$ cat src/rtl/btb_ras_predictor_pkg.sv
// Shared encodings and helpers for the BTB + return-address-stack predictor.
package btb_ras_predictor_pkg;

  localparam logic [1:0] BR   = 2'b00;
  localparam logic [1:0] JMP  = 2'b01;
  localparam logic [1:0] CALL = 2'b10;
  localparam logic [1:0] RET  = 2'b11;

  localparam logic [1:0] CTR_RST   = 2'b01;
  localparam logic [1:0] CTR_ALLOC = 2'b10;

  function automatic int clog2(input int value);
    int r;
    r = 0;
    for (int i = 0; i < 32; i++) begin
      if ((1 << r) < value) r = r + 1;
    end
    return r;
  endfunction

endpackage

$ cat src/rtl/btb_ras_predictor_ras_stack.sv
// Circular return-address stack: pushing when full overwrites the oldest entry,
// popping when empty is ignored.
module ras_stack
  import btb_ras_predictor_pkg::*;
#(
  parameter int XLEN  = 32,
  parameter int DEPTH = 4
) (
  input  logic            clk,
  input  logic            rst,
  input  logic            clear,
  input  logic            push,
  input  logic [XLEN-1:0] push_data,
  input  logic            pop,
  output logic [XLEN-1:0] top,
  output logic            empty
);

  localparam int SP_W  = clog2(DEPTH);
  localparam int CNT_W = SP_W + 1;

  logic [XLEN-1:0]  mem_q [DEPTH];
  logic [SP_W-1:0]  sp_q;
  logic [CNT_W-1:0] cnt_q;
  logic [SP_W-1:0]  sp_inc;

  // sp points at the current top entry; a push writes one slot above it.
  assign sp_inc = sp_q + SP_W'(1);

  always_ff @(posedge clk) begin
    if (rst) begin
      for (int i = 0; i < DEPTH; i++) mem_q[i] <= '0;
      sp_q  <= '0;
      cnt_q <= '0;
    end else if (clear) begin
      sp_q  <= '0;
      cnt_q <= '0;
    end else if (push) begin
      sp_q          <= sp_inc;
      mem_q[sp_inc] <= push_data;
      if (cnt_q != CNT_W'(DEPTH)) cnt_q <= cnt_q + CNT_W'(1);
    end else if (pop && (cnt_q != '0)) begin
      sp_q  <= sp_q - SP_W'(1);
      cnt_q <= cnt_q - CNT_W'(1);
    end
  end

  assign top   = mem_q[sp_q];
  assign empty = (cnt_q == '0);

endmodule

$ cat src/rtl/btb_ras_predictor.sv
// Direct-mapped BTB with 2-bit counters and type tags, plus a resolve-time RAS.
// Lookup is combinational on lk_pc; updates from EX land on the clock edge.
module btb_ras_predictor
  import btb_ras_predictor_pkg::*;
#(
  parameter int XLEN      = 32,
  parameter int ENTRIES   = 16,
  parameter int RAS_DEPTH = 4
) (
  input  logic            clk,
  input  logic            rst,
  input  logic            flush_all,
  input  logic [XLEN-1:0] lk_pc,
  output logic            pred_valid,
  output logic            pred_taken,
  output logic [XLEN-1:0] pred_target,
  output logic [1:0]      pred_type,
  input  logic            upd_valid,
  input  logic [XLEN-1:0] upd_pc,
  input  logic [XLEN-1:0] upd_target,
  input  logic            upd_taken,
  input  logic [1:0]      upd_type
);

  localparam int IDX_W = clog2(ENTRIES);
  localparam int TAG_W = XLEN - IDX_W - 2;

  logic             valid_q  [ENTRIES];
  logic [TAG_W-1:0] tag_q    [ENTRIES];
  logic [XLEN-1:0]  target_q [ENTRIES];
  logic [1:0]       type_q   [ENTRIES];
  logic [1:0]       ctr_q    [ENTRIES];

  logic [IDX_W-1:0] lk_idx, upd_idx;
  logic [TAG_W-1:0] lk_tag, upd_tag;
  logic             lk_hit, upd_hit, upd_alloc;
  logic [1:0]       ctr_cur, ctr_next;
  logic [XLEN-1:0]  ras_top;
  logic             ras_empty;
  logic             unused_lk_bits;

  assign lk_idx  = lk_pc[IDX_W+1:2];
  assign lk_tag  = lk_pc[XLEN-1:IDX_W+2];
  assign upd_idx = upd_pc[IDX_W+1:2];
  assign upd_tag = upd_pc[XLEN-1:IDX_W+2];
  assign unused_lk_bits = ^lk_pc[1:0];

  assign lk_hit  = valid_q[lk_idx] && (tag_q[lk_idx] == lk_tag);
  assign upd_hit = valid_q[upd_idx] && (tag_q[upd_idx] == upd_tag);
  // A not-taken BR that misses never earns a BTB slot.
  assign upd_alloc = !upd_hit && (upd_taken || (upd_type != BR));

  always_comb begin
    pred_valid  = 1'b0;
    pred_taken  = 1'b0;
    pred_target = '0;
    pred_type   = 2'b00;
    if (lk_hit) begin
      pred_valid  = 1'b1;
      pred_type   = type_q[lk_idx];
      pred_taken  = (type_q[lk_idx] == BR) ? ctr_q[lk_idx][1] : 1'b1;
      pred_target = ((type_q[lk_idx] == RET) && !ras_empty) ? ras_top : target_q[lk_idx];
    end
  end

  always_comb begin
    ctr_cur  = ctr_q[upd_idx];
    ctr_next = ctr_cur;
    if (upd_taken) begin
      if (ctr_cur != 2'b11) ctr_next = ctr_cur + 2'd1;
    end else begin
      if (ctr_cur != 2'b00) ctr_next = ctr_cur - 2'd1;
    end
  end

  always_ff @(posedge clk) begin
    if (rst) begin
      for (int i = 0; i < ENTRIES; i++) begin
        valid_q[i]  <= 1'b0;
        tag_q[i]    <= '0;
        target_q[i] <= '0;
        type_q[i]   <= 2'b00;
        ctr_q[i]    <= CTR_RST;
      end
    end else if (flush_all) begin
      for (int i = 0; i < ENTRIES; i++) valid_q[i] <= 1'b0;
    end else if (upd_valid) begin
      if (upd_hit) begin
        if (upd_type == BR) ctr_q[upd_idx] <= ctr_next;
        if (upd_taken) begin
          target_q[upd_idx] <= upd_target;
          type_q[upd_idx]   <= upd_type;
        end
      end else if (upd_alloc) begin
        valid_q[upd_idx]  <= 1'b1;
        tag_q[upd_idx]    <= upd_tag;
        target_q[upd_idx] <= upd_target;
        type_q[upd_idx]   <= upd_type;
        ctr_q[upd_idx]    <= CTR_ALLOC;
      end
    end
  end

  ras_stack #(
    .XLEN  (XLEN),
    .DEPTH (RAS_DEPTH)
  ) u_ras (
    .clk       (clk),
    .rst       (rst),
    .clear     (flush_all),
    .push      (upd_valid && (upd_type == CALL)),
    .push_data (upd_pc + XLEN'(4)),
    .pop       (upd_valid && (upd_type == RET)),
    .top       (ras_top),
    .empty     (ras_empty)
  );

endmodule

$ cat config.mk
export PLATFORM = sky130hd
export DESIGN_NAME = btb_ras_predictor
export DESIGN_NICKNAME = d
export VERILOG_FILES = /design/src/rtl/btb_ras_predictor_pkg.sv /design/src/rtl/btb_ras_predictor_ras_stack.sv /design/src/rtl/btb_ras_predictor.sv
export SDC_FILE = /design/constraint.sdc
export NUM_CORES = 2
export LEC_CHECK = 0
export BUFFER_PORTS_ARGS = -buffer_cell sky130_fd_sc_hd__buf_2
export CAP_MARGIN = 20
export CORE_ASPECT_RATIO = 0.8
export CORE_MARGIN = 1
export CORE_UTILIZATION = 42
export DETAILED_ROUTE_END_ITERATION = 7
export SYNTH_ARGS = -nofsm -noshare
export SYNTH_HDL_FRONTEND = slang
export SYNTH_SLANG_ARGS = --single-unit
$ cat constraint.sdc
create_clock -name clk -period 5.31 [get_ports clk]
set_clock_uncertainty 0.2 [all_clocks]
set_input_delay 0.2655 -clock clk [delete_from_list [all_inputs] [get_ports clk]]
set_output_delay 0.2655 -clock clk [all_outputs]
set_load 0.01 [all_outputs]
==> flow_summary.json <==
{
  "wl_per_cell_um": 32.8,
  "maxSlewHeadroom_pct": 25.4,
  "startpoint_type": "flip-flop",
  "end_kind": "output port",
  "drtAntennaViolNets": 0,
  "seq_power_share_pct": 48.8,
  "synth_commonest_cells": "edfxtp_1 (1,120), and3_1 (552), nor3_1 (446), mux4_2 (420), clkbuf_1 (298)",
  "grt_pass1_vias": 36900,
  "die_y_um": 333,
  "gp_congestion": 0.974,
  "design_power_total_mw": 21.6,
  "coreArea_um2": 136000,
  "hold_viol": 0,
  "whs_path_depth": 3,
  "start_util_pct": 42.3,
  "final_cells": 5868,
  "die_x_um": 416,
  "intPower_mw": 16.3,
  "r2r_slack_ns": 1.11,
  "synth_xor_area_share_pct": 1.20,
  "synth_edf_count": 1120,
  "synth.distinct_cells": 76,
  "place_ws_ns": 0.725,
  "placed_area_um2": 60400,
  "fin_tns_setup_ns": 0,
  "grt_remaining_overflow": 0,
  "fmax_mhz": 209,
  "clk_latency_ns": 0.76,
  "synth_compound_gate_area_share_pct": 2.53,
  "dp.cells": 5591,
  "cts_setup_buffers": 0,
  "finalCriticalPeriod_ns": 4.78,
  "cpPeakStageDelay_ns": 0.56,
  "finalMaxSlewViolations": 0,
  "cts_tree": "done",
  "ys_warn_count": 0,
  "reg2reg_from": "tag_q[6][19]",
  "maxCapViolations": 0,
  "r2r_cells": 10,
  "syn_area_per_cell_um2": 14.5,
  "tightest_slew_ns": 1.11,
  "worstPathRequired_ns": 4.84,
  "synth_area_leaders": "edfxtp_1 (58%), mux4_2 (16%), and3_1 (6.0%)",
  "drc_errors": 0,
  "yosys.area_share.adder_pct": 0.122,
  "port_buffers": 136,
  "finalCritPeriodShare_pct": 90.1,
  "critPathKind": "reg2out",
  "synthFlopType": "edfxtp_1",
  "critPathMaxFanout": 36,
  "layout.nets": 4088,
  "layout_setup_ws_ns": 0.525,
  "status": "finished, final reports clean",
  "clk_transition_reported_paths_ns": 0.07,
  "synth_cells": 3970,
  "whs_endpoint": "tag_q[8][1]",
  "grt_pass1_wl_um": 273000,
  "hold_ws_ns": 0.0570,
  "syn_to_final_growth_pct": 12.8,
  "setup_viol_count_final": 0,
  "worst_path_max_delay_cell": "mux4_2",
  "p_switching_mw": 5.34,
  "drive_gt1_share_pct": 25.3,
  "p_clk_share_pct": 40.4,
  "yosys.area.top_type": "edfxtp_1",
  "hp-start": "upd_pc[7]",
  "synth_top_family_by_area": "multiplexers",
  "switching_share_pct": 24.7,
  "critPathBufInv": 2,
  "leakagePower_nw": 23.9,
  "io_pins": 139,
  "path_cells": "mux4_2, mux4_2, xnor2_1, nand4_1, nor3_1, nand4_1, buf_12, nor2_1, buf_2",
  "wl_um": 193000,
  "hold_path_class": "in2reg",
  "vdd_ir_drop_max_mv": 0.342,
  "pwr-share-comb_pct": 10.9,
  "synth-seq-cells": 1143,
  "yosysMostFrequentCell": "edfxtp_1",
  "dp_hpwl_um": 116000,
  "r2r-end": "target_q[5][18]",
  "h-tree-depth": 3,
  "vias": 38000,
  "syn_area_um2": 57600,
  "root_buffer": "clkbuf_16",
  "async_flop_share_pct": 0,
  "grt_max_degree": 217,
  "grt_util_all_layers_pct": 27.4,
  "drt-initial-drc-count": 6009,
  "cellPowerDensity_nw_per_um2": 333,
  "final_area_um2": 64900,
  "cts_buffers": 119,
  "cp_top_family": "simple AND/OR/NAND/NOR gates",
  "cts_num_sinks": 1143,
  "worstPathArrival_ns": 4.32,
  "rsz0062_at_grt": "false",
  "postLayoutCoreUtil_pct": 47.7,
  "synth_seq_area_share_pct": 59.2,
  "die_area_um2": 139000,
  "num_rows": 121,
  "synthMuxAreaShare_pct": 18.9,
  "ctsLongestPathBuffers": 3,
  "yosys.area.top_type_share_pct": 58.4,
  "dr.pass1.iters": 6,
  "vias_per_cell": 6.48,
  "grt_antenna_before_repair": 11,
  "synth_fp_nets": 4078,
  "synth-simple-area-share_pct": 13.4
}
-- cell type report --
type	instances	area [um2]
fillers	11600	71200
diodes	3	7.51
well taps	1783	2230
clock buffers	159	3200
clock inverters	64	831
flip-flops and latches	1143	34100
inverters	56	210
multi-input cells	2295	21200
repair buffers	365	3120
-- cell families after synthesis --
family	after synthesis
AO/OA/AOI/OAI	205
flip-flops	1143
buffers and inverters	532
AND/OR/NAND/NOR	1448
adder cells (fa/ha/maj)	5
XOR/XNOR	79
multiplexers	558
-- layout by cell type (no fill, tap or decap), drive strengths merged, types with 16 or more instances in the layout --
cell,n
nor2,197
clkinv,47
dfxtp,23
a21o,17
mux4,420
nor3,446
clkbuf,159
dlygate4sd3,51
o21ai,26
a22oi,18
xnor2,69
mux2i,107
nand2b,16
a31oi,20
and3,553
a21oi,20
o22ai,18
inv,51
o21bai,16
mux2,31
nand3,50
nand4,32
nand2,105
edfxtp,1120
o211ai,19
buf,314
-- per-layer routing --
metal | vias to the layer above | part of all wire, % | track usage (%)
met5 | - | 0.017 | 0
met3 | 356 | 12 | 7.03
met4 | 6 | 4.0 | 9.99
li1 | 15700 | - | -
met2 | 2397 | 43 | 39.8
met1 | 19600 | 41 | 39.7
-- power by group through the flow --
stage	Clock, mW	Combinational, mW	Sequential (mW)
2_1_floorplan	0	1.40	10.6
3_3_place_gp	0	2.26	10.7
3_5_place_dp	0	2.26	10.7
4_1_cts	8.76	2.31	10.5
5_1_grt	9.06	2.42	10.6
6_report	8.72	2.35	10.5
-- how the worst max path moves through the flow --
stage / startpoint / endpoint / slack [ns] / cells past startpoint
after floorplan: upd_pc[3] / tag_q[13][0] / 0.78 / 15
after global placement: upd_pc[4] / tag_q[12][3] / 0.75 / 11
after detailed placement: upd_pc[4] / tag_q[2][8] / 0.73 / 11
after CTS: tag_q[2][22] / pred_target[12] / 0.66 / 9
after global routing: tag_q[2][22] / pred_target[12] / 0.53 / 9
final: tag_q[2][22] / pred_target[12] / 0.53 / 9
-- flip-flops by register name (all words and copies together), names as in the netlist, named ones only --
| signal | cells |
|---|---|
| ctr_q | 32 |
| tag_q | 416 |
| target_q | 512 |
| type_q | 32 |
| u_ras.cnt_q | 3 |
| u_ras.mem_q | 128 |
| u_ras.sp_q | 2 |
| valid_q | 16 |
-- tightest hold or removal path, cell delays in order --
cell,delay (ns)
buf_2,0.20
inv_2,0.21
nor3_1,0.21
-- repair_timing --
action,4_1_cts,5_1_grt
endpoints found under the hold margin,600,0
resized for setup,0,0
hold buffers,51,0
(Power assumes the default switching activity.)
